$ cat src/rtl/interval_seq_pkg.sv
// rtl/interval_seq_pkg.sv - shared state encodings and reset constants for the interval sequencer
package interval_seq_pkg;

  // Encodings are visible on the state output, so they are fixed here
  typedef enum logic [1:0] {
    ST_IDLE  = 2'b00,
    ST_RUN   = 2'b01,
    ST_PAUSE = 2'b10,
    ST_DONE  = 2'b11
  } state_e;

  localparam int DEFAULT_WIDTH = 4;

  // Terminal register resets to all ones; replicated to WIDTH at the use site
  localparam logic TERM_DEFAULT_BIT = 1'b1;

endpackage

$ cat src/rtl/interval_sequencer_cnt_core.sv
// rtl/interval_sequencer_cnt_core.sv - count register with clear and increment enable
module cnt_core #(
  parameter int WIDTH = 4
) (
  input  logic             clk,
  input  logic             syn_reset,
  input  logic             ena,
  input  logic             clr,
  output logic [WIDTH-1:0] count
);

  logic [WIDTH-1:0] count_q;
  logic [WIDTH-1:0] count_d;

  // Clear wins over increment; otherwise hold
  always_comb begin
    count_d = count_q;
    if (clr) begin
      count_d = '0;
    end else if (ena) begin
      count_d = count_q + 1'b1;
    end
  end

  // Count register
  always_ff @(posedge clk) begin
    if (syn_reset) begin
      count_q <= '0;
    end else begin
      count_q <= count_d;
    end
  end

  assign count = count_q;

endmodule

$ cat src/rtl/interval_sequencer.sv
// rtl/interval_sequencer.sv - run/pause/abort interval sequencer with one-shot and periodic modes
module interval_sequencer
  import interval_seq_pkg::*;
#(
  parameter int WIDTH = DEFAULT_WIDTH
) (
  input  logic             clk,
  input  logic             syn_reset,
  input  logic             start,
  input  logic             pause,
  input  logic             abort,
  input  logic             mode,
  input  logic             load,
  input  logic [WIDTH-1:0] term_val,
  output logic [WIDTH-1:0] count,
  output logic [1:0]       state,
  output logic             busy,
  output logic             tick,
  output logic             done
);

  state_e           state_q, state_d;
  logic             mode_q, mode_d;
  logic [WIDTH-1:0] term_q, term_d;
  logic             cnt_ena;
  logic             cnt_clr;
  logic             at_term;

  // The FSM is the only writer of count, via ena/clr
  cnt_core #(.WIDTH(WIDTH)) u_cnt_core (
    .clk       (clk),
    .syn_reset (syn_reset),
    .ena       (cnt_ena),
    .clr       (cnt_clr),
    .count     (count)
  );

  assign at_term = (count == term_q);

  // State, latched mode and terminal value registers
  always_ff @(posedge clk) begin
    if (syn_reset) begin
      state_q <= ST_IDLE;
      mode_q  <= 1'b0;
      term_q  <= {WIDTH{TERM_DEFAULT_BIT}};
    end else begin
      state_q <= state_d;
      mode_q  <= mode_d;
      term_q  <= term_d;
    end
  end

  // Next-state: abort > pause > terminal > increment; mode and term only change in IDLE
  always_comb begin
    state_d = state_q;
    mode_d  = mode_q;
    term_d  = term_q;
    unique case (state_q)
      ST_IDLE: begin
        if (load) begin
          term_d = term_val;
        end
        if (start && !abort) begin
          state_d = ST_RUN;
          mode_d  = mode;
        end
      end
      ST_RUN: begin
        if (abort) begin
          state_d = ST_IDLE;
        end else if (pause) begin
          state_d = ST_PAUSE;
        end else if (at_term && !mode_q) begin
          state_d = ST_DONE;
        end
      end
      ST_PAUSE: begin
        if (abort) begin
          state_d = ST_IDLE;
        end else if (start) begin
          state_d = ST_RUN;
        end
      end
      ST_DONE: begin
        state_d = ST_IDLE;
      end
      default: begin
        state_d = ST_IDLE;
      end
    endcase
  end

  // Outputs and counter controls; count is held through PAUSE and DONE
  always_comb begin
    cnt_ena = 1'b0;
    cnt_clr = 1'b0;
    tick    = 1'b0;
    done    = 1'b0;
    busy    = 1'b0;
    unique case (state_q)
      ST_IDLE: begin
        cnt_clr = 1'b1;
      end
      ST_RUN: begin
        busy = 1'b1;
        if (abort) begin
          cnt_clr = 1'b1;
        end else if (!pause) begin
          if (at_term) begin
            tick    = 1'b1;
            cnt_clr = mode_q;
          end else begin
            cnt_ena = 1'b1;
          end
        end
      end
      ST_PAUSE: begin
        busy    = 1'b1;
        cnt_clr = abort;
      end
      ST_DONE: begin
        done    = 1'b1;
        cnt_clr = 1'b1;
      end
      default: begin
        cnt_clr = 1'b1;
      end
    endcase
  end

  assign state = state_q;

endmodule

$ cat config.mk
export PLATFORM = sky130hd
export DESIGN_NAME = interval_sequencer
export DESIGN_NICKNAME = d
export VERILOG_FILES = /design/src/rtl/interval_seq_pkg.sv /design/src/rtl/interval_sequencer_cnt_core.sv /design/src/rtl/interval_sequencer.sv
export SDC_FILE = /design/constraint.sdc
export NUM_CORES = 1
export LEC_CHECK = 0
export BUFFER_PORTS_ARGS = -buffer_cell sky130_fd_sc_hd__buf_2
export CORE_MARGIN = 5
export CORE_UTILIZATION = 53
export DETAILED_ROUTE_END_ITERATION = 8
export PLACE_DENSITY = 0.77
export SLEW_MARGIN = 20
export SYNTH_ARGS = -nofsm -noshare
export SYNTH_HDL_FRONTEND = slang
export SYNTH_SLANG_ARGS = --single-unit
export TNS_END_PERCENT = 50
$ cat constraint.sdc
create_clock -name clk -period 2.5 [get_ports clk]
set_input_delay 0 -clock clk [delete_from_list [all_inputs] [get_ports clk]]
set_output_delay 0 -clock clk [all_outputs]
set_load 0.03 [all_outputs]
# Word-level counts from Yosys, hierarchy flattened
# Cells that the tools add are included.
# word_totals
inputBits	11
word_cells	44
regBits	11
# classes
eq_ne	7
n_mux	21
n_addsub	1
reduce_logical	11
# op_table
cell	n
$mux 1	13
$mux 2	6
$pmux 2 s4	1
$reduce_or 2->1	3
$add 4x1->4 const B	1
$eq 2x2->1 const B	2
$eq 4x4->1	1
$ne 4x4->1 const B	1
$reduce_and 2->1	2
$ne 3x3->1 const B	1
$pmux 1 s3	1
$reduce_and 3->1	1
$eq 2x1->1 const B	1
$logic_and 1x1->1	2
$logic_not 1->1	2
$logic_not 2->1	1
$ne 2x2->1 const B	1

# Longest topological paths before layout
# depth
depth_word	6
depth_mapped	6
ltp_nobuf	6

# Modules after synthesis
# A second synthesis with hierarchy kept.
# hier_totals
hier_cells	66
area_unflattened_um2	641.9
# by_module_without_submodules
module	area_per_inst_um2	instances	cells_per_inst	seq_area_each_um2
interval_sequencer	464.2	1	49	140.1
cnt_core	177.7	1	17	80.1

# Worst setup path before layout
# Ideal clock, no wire load.
# synth_path
path_kind	register to register
start	register state_q[0], in the netlist state[0]
end	register u_cnt_core.count_q[2], in the netlist u_cnt_core.count[2]
synth_period_minus_slack_ns	1.884
setup_time_ns	0.070
path_stages_with_launch	7
setup_slack_ns	0.616
path_buffers	0
t_arrival_ns	1.814
cell_sequence	dfxtp_1 inv_1 ha_1 inv_1 a211oi_1 o41ai_4 a21oi_1
# synth_via
elab_chain_cells	4
word_cells_on_any_way	8
# synth_lines
element	line	text
start: declaration	interval_sequencer.sv:22	state_e state_q, state_d;
start signal: assignment	interval_sequencer.sv:47	state_q <= state_d;
$eq 2x2->1 or $logic_not 2->1 (tied branches)	interval_sequencer.sv:100	unique case (state_q)
$reduce_or 2->1 (no source line)	-	
$pmux 1 s3	interval_sequencer.sv:100	
$reduce_or 2->1 (no source line)	-	
end signal: assignment	interval_sequencer_cnt_core.sv:30	count_q <= count_d;
end: declaration	interval_sequencer_cnt_core.sv:12	logic [WIDTH-1:0] count_q;
# Parallel ways exist; a longest one is shown, timed or not.
# A chain may end at the register's enable or synchronous reset.

# Final worst setup path
# layout_path
start	register state_q[0], in the netlist state[0]
end	register mode_q
# layout_via
elab_chain_cells	2
# layout_lines
element	line	text
$logic_not 2->1	interval_sequencer.sv:58	unique case (state_q)
$reduce_and 2->1 (no source line)	-	
end signal: assignment	interval_sequencer.sv:48	mode_q <= mode_d;
end: declaration	interval_sequencer.sv:23	logic mode_q, mode_d;
# Every way passes these cells.

==> results.md <==
Timing:
- In the finished design, the share of the clock period the worst path needs comes to 75.1%.
- Setup violations remaining at the end of the flow were counted as 0.
- Setup repair after global routing left no endpoint under its margin.
- Based on the critical path, the design can be clocked at up to 533 MHz.
- Counting I/O delays and the setup requirement, the final critical path takes 1.88 ns.
- The count of final max-slew check failures came to 0.
- The final clock skew is 0.00572 ns.
- The final count of hold timing violations is 0.
- Setup total negative slack on the finished layout was measured at 0 ns.
- Measured against its own limit, the worst slew margin works out to 63.4%.
- At the pin with the least slew margin, the transition time is 0.544 ns.

Synthesis:
- The most used flip-flop cell after synthesis is sky130_fd_sc_hd__dfxtp_1.
- The post-synth design cell area is 697 um^2.
- Synthesis produced 76 cells.
- The average size of a mapped cell is 9.17 um^2.
- The count of state elements after synthesis is 11.
- The number of enable-type register cells in the synthesized netlist is 0.
- Of the synthesized area, sequential elements account for 31.6%.
- The net count of the mapped netlist is 93.
- The share of flip-flops with an asynchronous set or reset is 0%.
- The count of unique library cells instantiated by Yosys is 28.
- The count of warnings emitted by yosys is 0.

Global route:
- The first global-routing pass estimated 2260 um of wire.
- Global routing consumed, on the met1 layer, 19.0% of the routing resources.
- The most used routing layer in global routing is met2.
- The maximum number of pins on one net before global-route repair is 9.
- The met3 routing resource usage after global routing is 4.69%.
- The initial antenna violation count is 0.
- The met2 usage in global routing is 23.4%.
- The via count of the first global-routing pass is 562.
- The global router's overall resource usage is 15.1%.
- Summed over all layers, the global routing overflow is 0.

CTS:
- The total clock sinks is 11.
- In this run, CTS created clock tree buffers numbering 3.
- The latest clock arrival within the worst-skew pair is 0.28 ns.
- TritonCTS built the clock tree.
- The clock input transition at the sequential cells of the worst setup and hold paths is 0.08 ns.
- CTS built an H-tree with a depth of 1.
- The root buffer selected by CTS is sky130_fd_sc_hd__clkbuf_4.
- The total setup buffers inserted after CTS is 0.
- The deepest clock path buffer count is 2.

Status:
- The flow ran to the end, and the final reports show no timing, DRC or antenna violations.

Critical path:
- The critical path is of the reg2reg type.
- The maximum fanout along the worst path is 7.
- The critical path goes through inv_1, ha_1, and3b_1, a21oi_1, nor2_1, dlygate4sd3_1.
- In this design, the stage delay of the slowest critical-path cell is 0.55 ns.
- The slowest stage of the critical path belongs to the cell sky130_fd_sc_hd__dlygate4sd3_1.
- The endpoint class of the critical path is a flip-flop.
- The worst setup path is launched from a flip-flop.
- The required time at the endpoint of the critical path is 2.67 ns.
- STA puts the critical path data arrival time at 2.05 ns.

Finish:
- The number of nets in the final layout is 118.
- Leaving out filler cells and counting taps, the final layout contains 115.
- The antenna diode instance count is 0.
- The signed area change from the synthesized netlist to the final layout is 22.4%.
- In the final layout, the share of cells above drive strength 1 is 26.0%.

Power and ir drop:
- Summed over all cells, the static leakage comes to 0.000406 uW.
- Dividing total power by cell area gives a power density of 582 nW/um^2.
- The design draws 496 uW.
- The peak supply drop is 416 uV.

Floorplan:
- The die is 46.3 um wide.
- The die area is 2140 um^2.
- The floorplan core area is 1270 um^2.
- In this run the vertical extent of the chip is 46.3 um.
- In this run the count of I/O pins placed on the die edge is 20.
- The initial standard-cell utilization of the core is 54.9%.
- The number of standard-cell rows in the floorplan is 13.

Drt:
- The remaining routing DRC violations is 0.
- The routed length per instance is 11.7 um.
- The final layout contains routed wiring with a total length of 1350 um.
- The number of antenna-violating nets in the routed design is 0.
- The DRC marker count from the first detailed-route iteration is 7.
- Using the TritonRoute via totals, the vias-per-cell ratio works out to 5.20.
- The number of search-and-repair iterations in the first detailed-routing pass is 4.
- The via count of the routed design is 598.

Place:
- During placement, the flow inserted port buffers numbering 19.
- At the end of routability-driven placement, the weighted congestion stood at 0.720.
- Once detailed placement completed, the half-perimeter wirelength came to 1080 um.
- The placed cell count is 109.

Hold path:
- The min-delay analysis places its worst path in the category in2reg.

Run:
- Max-cap violations in this run came to 0.
report_power, final:
part	internal, uW	switching, uW
Clock	61.9	64.5
Sequential	190	15.4
Combinational	67.9	96.2
Total	320	176
Yosys cell counts, types with 3 or more instances:
cell | n | area (um^2)
sky130_fd_sc_hd__dfxtp_1 | 11 | 220
sky130_fd_sc_hd__inv_1 | 7 | 26.3
sky130_fd_sc_hd__ha_1 | 6 | 75.1
sky130_fd_sc_hd__nor2_1 | 6 | 22.5
sky130_fd_sc_hd__a211o_1 | 4 | 35.0
sky130_fd_sc_hd__a21oi_1 | 4 | 20.0
sky130_fd_sc_hd__and3_1 | 4 | 25.0
sky130_fd_sc_hd__xor2_1 | 4 | 35.0
sky130_fd_sc_hd__a211oi_1 | 3 | 22.5
sky130_fd_sc_hd__nand2_1 | 3 | 11.3
worst max-delay path: cells and delay by family, from the launching register on:
family | cells | cell delay [ns]
compound gates | 1 | 0.14
simple gates | 2 | 0.26
flops | 1 | 0.43
buf+inv | 2 | 0.66
fa+ha+maj | 1 | 0.28
layer usage:
layer  part of all wire, %  vias to the layer above
met4                   1.1                        0
met1                    49                      253
li1                      -                      325
met2                    42                       18
met5                     0                        -
met3                   7.4                        2
flip-flops by register name, summed over array words and instances (netlist names):
register and cells:
u_cnt_core.count 4, mode_q 1, state 2, term_q 4
cell usage in the layout, fill, tap and decap left out, drive strengths merged:
cell	count
a211o	4
nor3b	2
buf	19
dlygate4sd3	2
o21ai	2
or4	1
o21a	1
nor2	6
nand2	3
nand3	1
inv	7
o41ai	2
a21oi	4
or3	2
nor2b	2
dfxtp	11
o22ai	1
mux2i	2
and3b	1
a211oi	3
clkbuf	4
xor2	5
o211ai	1
o21bai	1
ha	6
and3	4
nor3	2
nor4	1
worst paths after layout:
path,from,to,slack (ns),cells after the start
worst max-delay path,state[0],mode_q,0.62,6
worst min-delay path,syn_reset,state[1],0.01,2
worst max register to register,state[0],mode_q,0.62,6
worst min register to register,term_q[3],term_q[3],0.49,1
through the flow:
step	utilization (%)	instance area, um^2	hold WS, ns	setup WS [ns]
6_report	67.3	853	0.0124	0.623
4_1_cts	67.3	853	0.00629	0.621
3_5_place_dp	63.6	807	0.237	0.690
2_1_floorplan	-	697	0.139	0.616
3_3_place_gp	63.6	807	0.232	0.763
5_1_grt	67.3	853	0.0238	0.522
logic make-up after synthesis:
logic type	after synthesis	share of synthesized area (%)
fa+ha+maj	6	10.8
mux	2	2.87
xor+xnor	5	7.36
simple gates	25	20.1
compound gates	19	23.0
buf+inv	8	4.31
flops	11	31.6
final cells by class:
type                    instances  area, um^2
clock buffers                   4        26.3
fillers                       106         415
inverters                       7        26.3
multi-input cells              57         447
flip-flops and latches         11         220
well taps                      15        18.8
repair buffers                 21         115
timing repair:
item                                   CTS  global route
gates resized for setup                  0             0
hold buffers                             2             0
endpoints found under the hold margin    1             0
setup endpoints to repair                0             0
Note: power is estimated with default switching activity, not from simulation.
